## src/rtl/adder_pkg.sv

```systemverilog
// Shared types and elaboration helpers for the pipelined adder/subtractor.
package adder_pkg;

  typedef enum logic {
    OP_ADD = 1'b0,
    OP_SUB = 1'b1
  } op_e;

  function automatic int unsigned slice_width(input int unsigned width,
                                              input int unsigned stages);
    return width / stages;
  endfunction

  function automatic bit split_ok(input int unsigned width,
                                  input int unsigned stages);
    return (stages >= 1) && (stages <= width) && ((width % stages) == 0);
  endfunction

endpackage

```

## src/rtl/ripple_slice.sv

```systemverilog
// Combinational W-bit ripple-carry adder; also exposes the carry into its MSB.
module ripple_slice #(
  parameter int unsigned W = 8
) (
  input  logic [W-1:0] a,
  input  logic [W-1:0] b,
  input  logic         cin,
  output logic [W-1:0] sum,
  output logic         cout,
  output logic         cmsb
);

  logic [W:0] c;

  assign c[0] = cin;

  for (genvar i = 0; i < int'(W); i++) begin : g_fa
    assign sum[i]   = a[i] ^ b[i] ^ c[i];
    assign c[i + 1] = (a[i] & b[i]) | (c[i] & (a[i] ^ b[i]));
  end

  assign cout = c[W];
  assign cmsb = c[W-1];

endmodule

```

## src/rtl/pipelined_adder_sub.sv

```systemverilog
// WIDTH-bit adder/subtractor split into STAGES ripple slices with registered
// inter-slice carries and a valid/ready handshake under global stall.
module pipelined_adder_sub
  import adder_pkg::*;
#(
  parameter int unsigned WIDTH  = 32,
  parameter int unsigned STAGES = 4
) (
  input  logic             i_clk,
  input  logic             i_rst_n,
  input  logic             i_valid,
  output logic             o_ready,
  input  logic [WIDTH-1:0] i_data_a,
  input  logic [WIDTH-1:0] i_data_b,
  input  logic             i_carry,
  input  logic             i_sub,
  output logic             o_valid,
  input  logic             i_ready,
  output logic [WIDTH-1:0] o_data,
  output logic             o_carry,
  output logic             o_overflow,
  output logic             o_zero
);

  if (!split_ok(WIDTH, STAGES)) begin : g_bad_split
    $error("pipelined_adder_sub: WIDTH must be a multiple of STAGES and STAGES in 1..WIDTH");
  end

  localparam int unsigned S    = slice_width(WIDTH, STAGES);
  localparam int unsigned LAST = STAGES - 1;

  op_e  op;
  logic advance;

  logic [STAGES-1:0]            v_q, v_in, c_q, c_in, c_out, c_msb;
  logic [STAGES-1:0][WIDTH-1:0] a_q, b_q, sum_q;
  logic [STAGES-1:0][WIDTH-1:0] a_in, b_in, sum_in, sum_nx;
  logic [STAGES-1:0][S-1:0]     slice_sum;
  logic                         ovf_q, zero_q;
  logic                         unused_bits;

  assign op      = op_e'(i_sub);
  assign advance = !v_q[LAST] | i_ready;

  for (genvar k = 0; k < int'(STAGES); k++) begin : g_stage
    localparam logic [WIDTH-1:0] MASK = WIDTH'({S{1'b1}}) << (k * S);

    if (k == 0) begin : g_entry
      // Subtraction is A + ~B + 1; i_carry only matters for addition.
      assign v_in[0]   = i_valid & advance;
      assign a_in[0]   = i_data_a;
      assign b_in[0]   = (op == OP_SUB) ? ~i_data_b : i_data_b;
      assign c_in[0]   = (op == OP_SUB) ? 1'b1 : i_carry;
      assign sum_in[0] = '0;
    end else begin : g_link
      assign v_in[k]   = v_q[k-1];
      assign a_in[k]   = a_q[k-1];
      assign b_in[k]   = b_q[k-1];
      assign c_in[k]   = c_q[k-1];
      assign sum_in[k] = sum_q[k-1];
    end

    ripple_slice #(.W(S)) u_slice (
      .a    (a_in[k][k*S +: S]),
      .b    (b_in[k][k*S +: S]),
      .cin  (c_in[k]),
      .sum  (slice_sum[k]),
      .cout (c_out[k]),
      .cmsb (c_msb[k])
    );

    assign sum_nx[k] = (sum_in[k] & ~MASK) | (WIDTH'(slice_sum[k]) << (k * S));
  end

  // Global stall: every stage and the output flags move only on advance.
  always_ff @(posedge i_clk or negedge i_rst_n) begin
    if (!i_rst_n) begin
      v_q    <= '0;
      c_q    <= '0;
      a_q    <= '0;
      b_q    <= '0;
      sum_q  <= '0;
      ovf_q  <= 1'b0;
      zero_q <= 1'b0;
    end else if (advance) begin
      v_q    <= v_in;
      c_q    <= c_out;
      a_q    <= a_in;
      b_q    <= b_in;
      sum_q  <= sum_nx;
      ovf_q  <= c_msb[LAST] ^ c_out[LAST];
      zero_q <= (sum_nx[LAST] == '0);
    end
  end

  // Operands are dead once the final slice has consumed them.
  assign unused_bits = ^{a_q[LAST], b_q[LAST], c_msb};

  assign o_ready    = advance;
  assign o_valid    = v_q[LAST];
  assign o_data     = sum_q[LAST];
  assign o_carry    = c_q[LAST];
  assign o_overflow = ovf_q;
  assign o_zero     = zero_q;

endmodule

```

## config.mk

```make
export PLATFORM = sky130hd
export DESIGN_NAME = pipelined_adder_sub
export DESIGN_NICKNAME = d
export VERILOG_FILES = /design/src/rtl/adder_pkg.sv /design/src/rtl/ripple_slice.sv /design/src/rtl/pipelined_adder_sub.sv
export SDC_FILE = /design/constraint.sdc
export NUM_CORES = 1
export LEC_CHECK = 0
export BUFFER_PORTS_ARGS = -buffer_cell sky130_fd_sc_hd__buf_2
export CORE_UTILIZATION = 40
export CTS_CLUSTER_DIAMETER = 200
export DETAILED_ROUTE_END_ITERATION = 8
export PLACE_DENSITY_LB_ADDON = 0.08
export SLEW_MARGIN = 10
export SYNTH_ARGS = -nofsm -noshare
export SYNTH_HDL_FRONTEND = slang
export SYNTH_HIERARCHICAL = 1
export SYNTH_SLANG_ARGS = --single-unit
```

## constraint.sdc

```tcl
create_clock -name i_clk -period 12 [get_ports i_clk]
set_input_delay 1.2 -clock i_clk [delete_from_list [all_inputs] [get_ports i_clk]]
set_output_delay 1.2 -clock i_clk [all_outputs]
set_load 0.02 [all_outputs]
```

; After elaboration in Yosys (flattened, before gate mapping)
; Cells that the tools add are included.
[op_classes]
eq_ne = 0
reduce_logical = 2
muxes = 2
n_addsub = 0
shifts = 0
bitwise = 167
order_cmp = 0
n_mul = 0
div_mod_pow = 0
[ops]
columns = cell, n
row1 = $and 1x1->1, 65
row2 = $xor 1x1->1, 65
row3 = $or 1x1->1, 33
row4 = $logic_not 32->1, 1
row5 = $mux 32, 1
row6 = $not 32->32, 1
row7 = $or 24x32->32, 1
row8 = $or 16x24->24, 1
row9 = $or 8x16->16, 1
row10 = $logic_not 1->1, 1
row11 = $mux 1, 1
[totals]
n_memories = 0
rom_bits = 0
latchBits = 0
mem_bits_rw = 0
input_bits = 70
word_cells = 185
ff_bits = 282
output_inout_bits = 37

; Longest topological paths before layout
[depth]
depth_word = 19
depth_mapped = 17
ltp_nobuf = 15

; By module
; The synthesis kept the hierarchy.
[by_module_without_submodules]
columns = mod, cells_per_inst, seq_area_each_um2, n_inst, area_each_um2
row1 = pipelined_adder_sub, 807, 4654.5, 1, 7407.1
row2 = ripple_slice, 18, 0.0, 4, 197.7

; Least setup slack after synthesis
; Ideal clock, no wire load.
[synth_timing]
kind = input-to-reg
start = input i_sub
end = register sum_q, in the netlist sum_in[39]
cell_stages = 17
setup_ns = 0.116
n_path_buf = 2
arrival_time_ns = 4.613
setup_slack_ns = 7.271
t_required_ns = 11.884
cell_sequence = buf_4 > buf_4 > or2_1 > fa_1 > inv_1 > fa_1 > inv_1 > fa_1 > fa_1 > fa_1 > fa_1 > inv_1 > fa_1 > inv_1 > fa_1 > nand2_1 > nand2_1
[synth_lines]
columns = item, line_no
row1 = from (decl), pipelined_adder_sub.sv:16  ; input logic i_sub,
row2 = to (signal assigned), pipelined_adder_sub.sv:90  ; sum_q <= sum_nx;
row3 = to (decl), pipelined_adder_sub.sv:36  ; logic [STAGES-1:0][WIDTH-1:0] a_q, b_q, sum_q;

==> results_dict.tcl <==
set metrics [dict create \
    vdd_ir_drop_max_mv 0.131 \
    fin_crit_ns 4.82 \
    syn_to_final_growth_pct 14.6 \
    hold_path.class "flip-flop to flip-flop" \
    dieArea_um2 21100 \
    cp_cell_sequence "buf_2 -> xor2_1 -> fa_1 -> inv_1 -> fa_1 -> inv_1 -> fa_1 -> fa_1 -> fa_1 -> fa_1 -> inv_1 -> fa_1 -> inv_1 -> fa_1 -> nand2_1 -> nand2_1" \
    gp_congestion 0.738 \
    slowest_delay_ns 0.66 \
    clk_latency_ns 0.42 \
    die_y_um 145 \
    leakagePower_nw 5.01 \
    fmax_mhz 208 \
    clk_pin_slew_ns 0.07 \
    final-hold-violation-count 0 \
    maxSlewViolCount 0 \
    crit_top_cell "fa_1" \
    initial_core_util_pct 40.6 \
    first_global_vias 5485 \
    crit_slowest_cell "buf_2" \
    finalCoreUtilization_pct 46.6 \
    status "completed" \
    setup_slack_ns 7.18 \
    nFillCells 2052 \
    hold_ws_ns 0.459 \
    drc 0 \
    tightest_slew_ns 0.925 \
    rsz0062_at_grt "no" \
    drive_above_1_share_pct 14.5 \
    slew_headroom_pct 38.3 \
    endpoint_kind "flip-flop" \
    crit_buf_inv 5 \
    final.setup.tns_ns 0 \
    cts_setup_buffers 0 \
    drtAntennaViolNets 0 \
    cts_resized 0 \
    num_rows 52 \
    tritoncts "done" \
    port_buffers 106 \
    place_hpwl_mm 10.4 \
    die_x_um 145 \
    antenna_found_initial 0 \
    via_per_inst 4.38 \
    avgSynthCellArea_um2 9.33 \
    synth_cell_types 20 \
    synthesis.nets 981 \
    fin_crit_sh_pct 40.1 \
    grt_overflow_total 0 \
    cts_buffers 17 \
    cts-root-buf "clkbuf_16" \
    synth.yosys.seq_area_share_pct 56.8 \
    pre_cts_slack_ns 6.73 \
    n_antenna_cell 0 \
    hold_buffers 0 \
    grt_pass1_wl_mm 28.3 \
    setup_violations 0 \
    coreArea_um2 20200 \
    num_io_pins 107 \
    drv_cap 0 \
    htree_levels 4 \
    wirelength_mm 16.3 \
    synthCells 879 \
    powerDensity_nw_per_um2 268 \
    ff2ff_setup_slack_ns 7.87 \
    critical_path.top_delay_family "adder cells" \
    cts_buffer_depth 2 \
    drt_iter0_drc 443 \
    nNetsFinal 1065 \
    cts.sinks 186 \
    regArea_um2 4650 \
    first_pass_iters 4 \
    yosysWarnings 6 \
    multi_input_area_um2 3040 \
    fin_worst_skew_ns 0.00888 \
    start_kind "input pin" \
    vias 5458 \
    synth-seq-cells 186 \
    synth_area_um2 8200 \
    grt_util_all_layers_pct 16.7 \
    worst_ep_arrival_time_ns 5.18 \
    grt_max_degree 212 \
    total_power_mw 2.52 \
    critPathMaxFanout 33 \
    worst-setup-path-type "input pin to flip-flop" \
    critPathRequiredTime_ns 12.36 \
    wl_per_cell_um 13.0 \
]
[tightest hold or removal path, stage by stage, from the launching register on]
cell and delay (ns):
dfrtp_1 0.34, nand2_1 0.05, nand2_1 0.04
[stage by stage]
step,area [um2],instances
floorplan,8200,879
global placement,8770,1214
detailed placement,8770,1214
CTS,9400,1246
global route,9400,1246
finish,9400,1246
[final cells by class]
class / instances / area share, %
Clock buffer: 21 / 4.90
Clock inverter: 11 / 1.78
Inverter: 41 / 1.66
Multi-Input combinational cell: 607 / 32.3
Sequential cell: 186 / 49.5
Tap cell: 270 / 3.59
Timing Repair Buffer: 110 / 6.19
[cells in the final DEF, fill, tap and decap left out, types with 3 or more instances in the layout]
master,netlist,final
bufinv_16,0,4
o21ai_1,25,25
clkbuf_16,0,17
nand2_1,503,503
clkinv_2,0,3
buf_2,16,105
dfrtp_1,186,186
buf_4,12,3
xor2_1,8,8
clkbuf_8,0,3
nor4_1,8,8
fa_1,32,32
inv_1,40,40
xnor2_1,25,25
[path summary, 6_finish.rpt]
path                                  from    endpoint  depth (start not counted)
worst max register to register   a_in[120]      o_zero                         15
worst max-delay path                 i_sub  sum_in[39]                         16
max in group asynchronous          i_rst_n  sum_in[66]                          3
min in group asynchronous          i_rst_n  o_data[23]                          1
worst min-delay path            o_data[23]  o_data[23]                          2
worst min register to register  o_data[23]  o_data[23]                          2
[cells by family after synthesis]
| kind of cell | after synthesis | share of synthesized area (%) |
|---|---|---|
| buffers and inverters | 86 | 6.15 |
| xor gates and xnor gates | 33 | 3.53 |
| DFF | 186 | 56.8 |
| AOI/OAI and AO/OA | 26 | 1.62 |
| and+or+nand+nor | 516 | 24.1 |
| adders and majority gates | 32 | 7.81 |
[cells in the mapped netlist]
master / count / share of area [%]
buf_4: 12 / 1.1
buf_2: 16 / 0.98
nand2_1: 503 / 23
nand2b_1: 1 / 0.076
xnor2_1: 25 / 2.7
clkbuf_4: 2 / 0.18
o31ai_1: 1 / 0.092
inv_1: 40 / 1.8
clkbuf_1: 2 / 0.092
nor2b_4: 1 / 0.17
buf_12: 1 / 0.24
or2_1: 1 / 0.076
nand4_1: 2 / 0.15
inv_4: 1 / 0.076
dfrtp_1: 186 / 57
o21ai_1: 25 / 1.5
buf_6: 12 / 1.6
fa_1: 32 / 7.8
xor2_1: 8 / 0.85
nor4_1: 8 / 0.61
[flip-flops by register name, indices dropped and copies added, names as in the netlist]
| name | cells |
|---|---|
| a_in | 48 |
| b_in | 48 |
| c_q | 4 |
| o_data | 32 |
| o_overflow | 1 |
| o_zero | 1 |
| sum_in | 48 |
| v_q | 4 |
[power breakdown]
group	total (mW)	internal [mW]	switching (mW)
combinational	0.834	0.305	0.529
clock	0.599	0.360	0.239
sequential	1.08	0.904	0.179
[layer usage]
layer | part of all wire (%) | GRT usage [%]
met1 | 57 | 26.8
met5 | 0 | 0
met4 | 1.2 | 5.53
met3 | 3.2 | 3.33
met2 | 39 | 22.2
No activity file was read; power rests on OpenSTA's default activity.
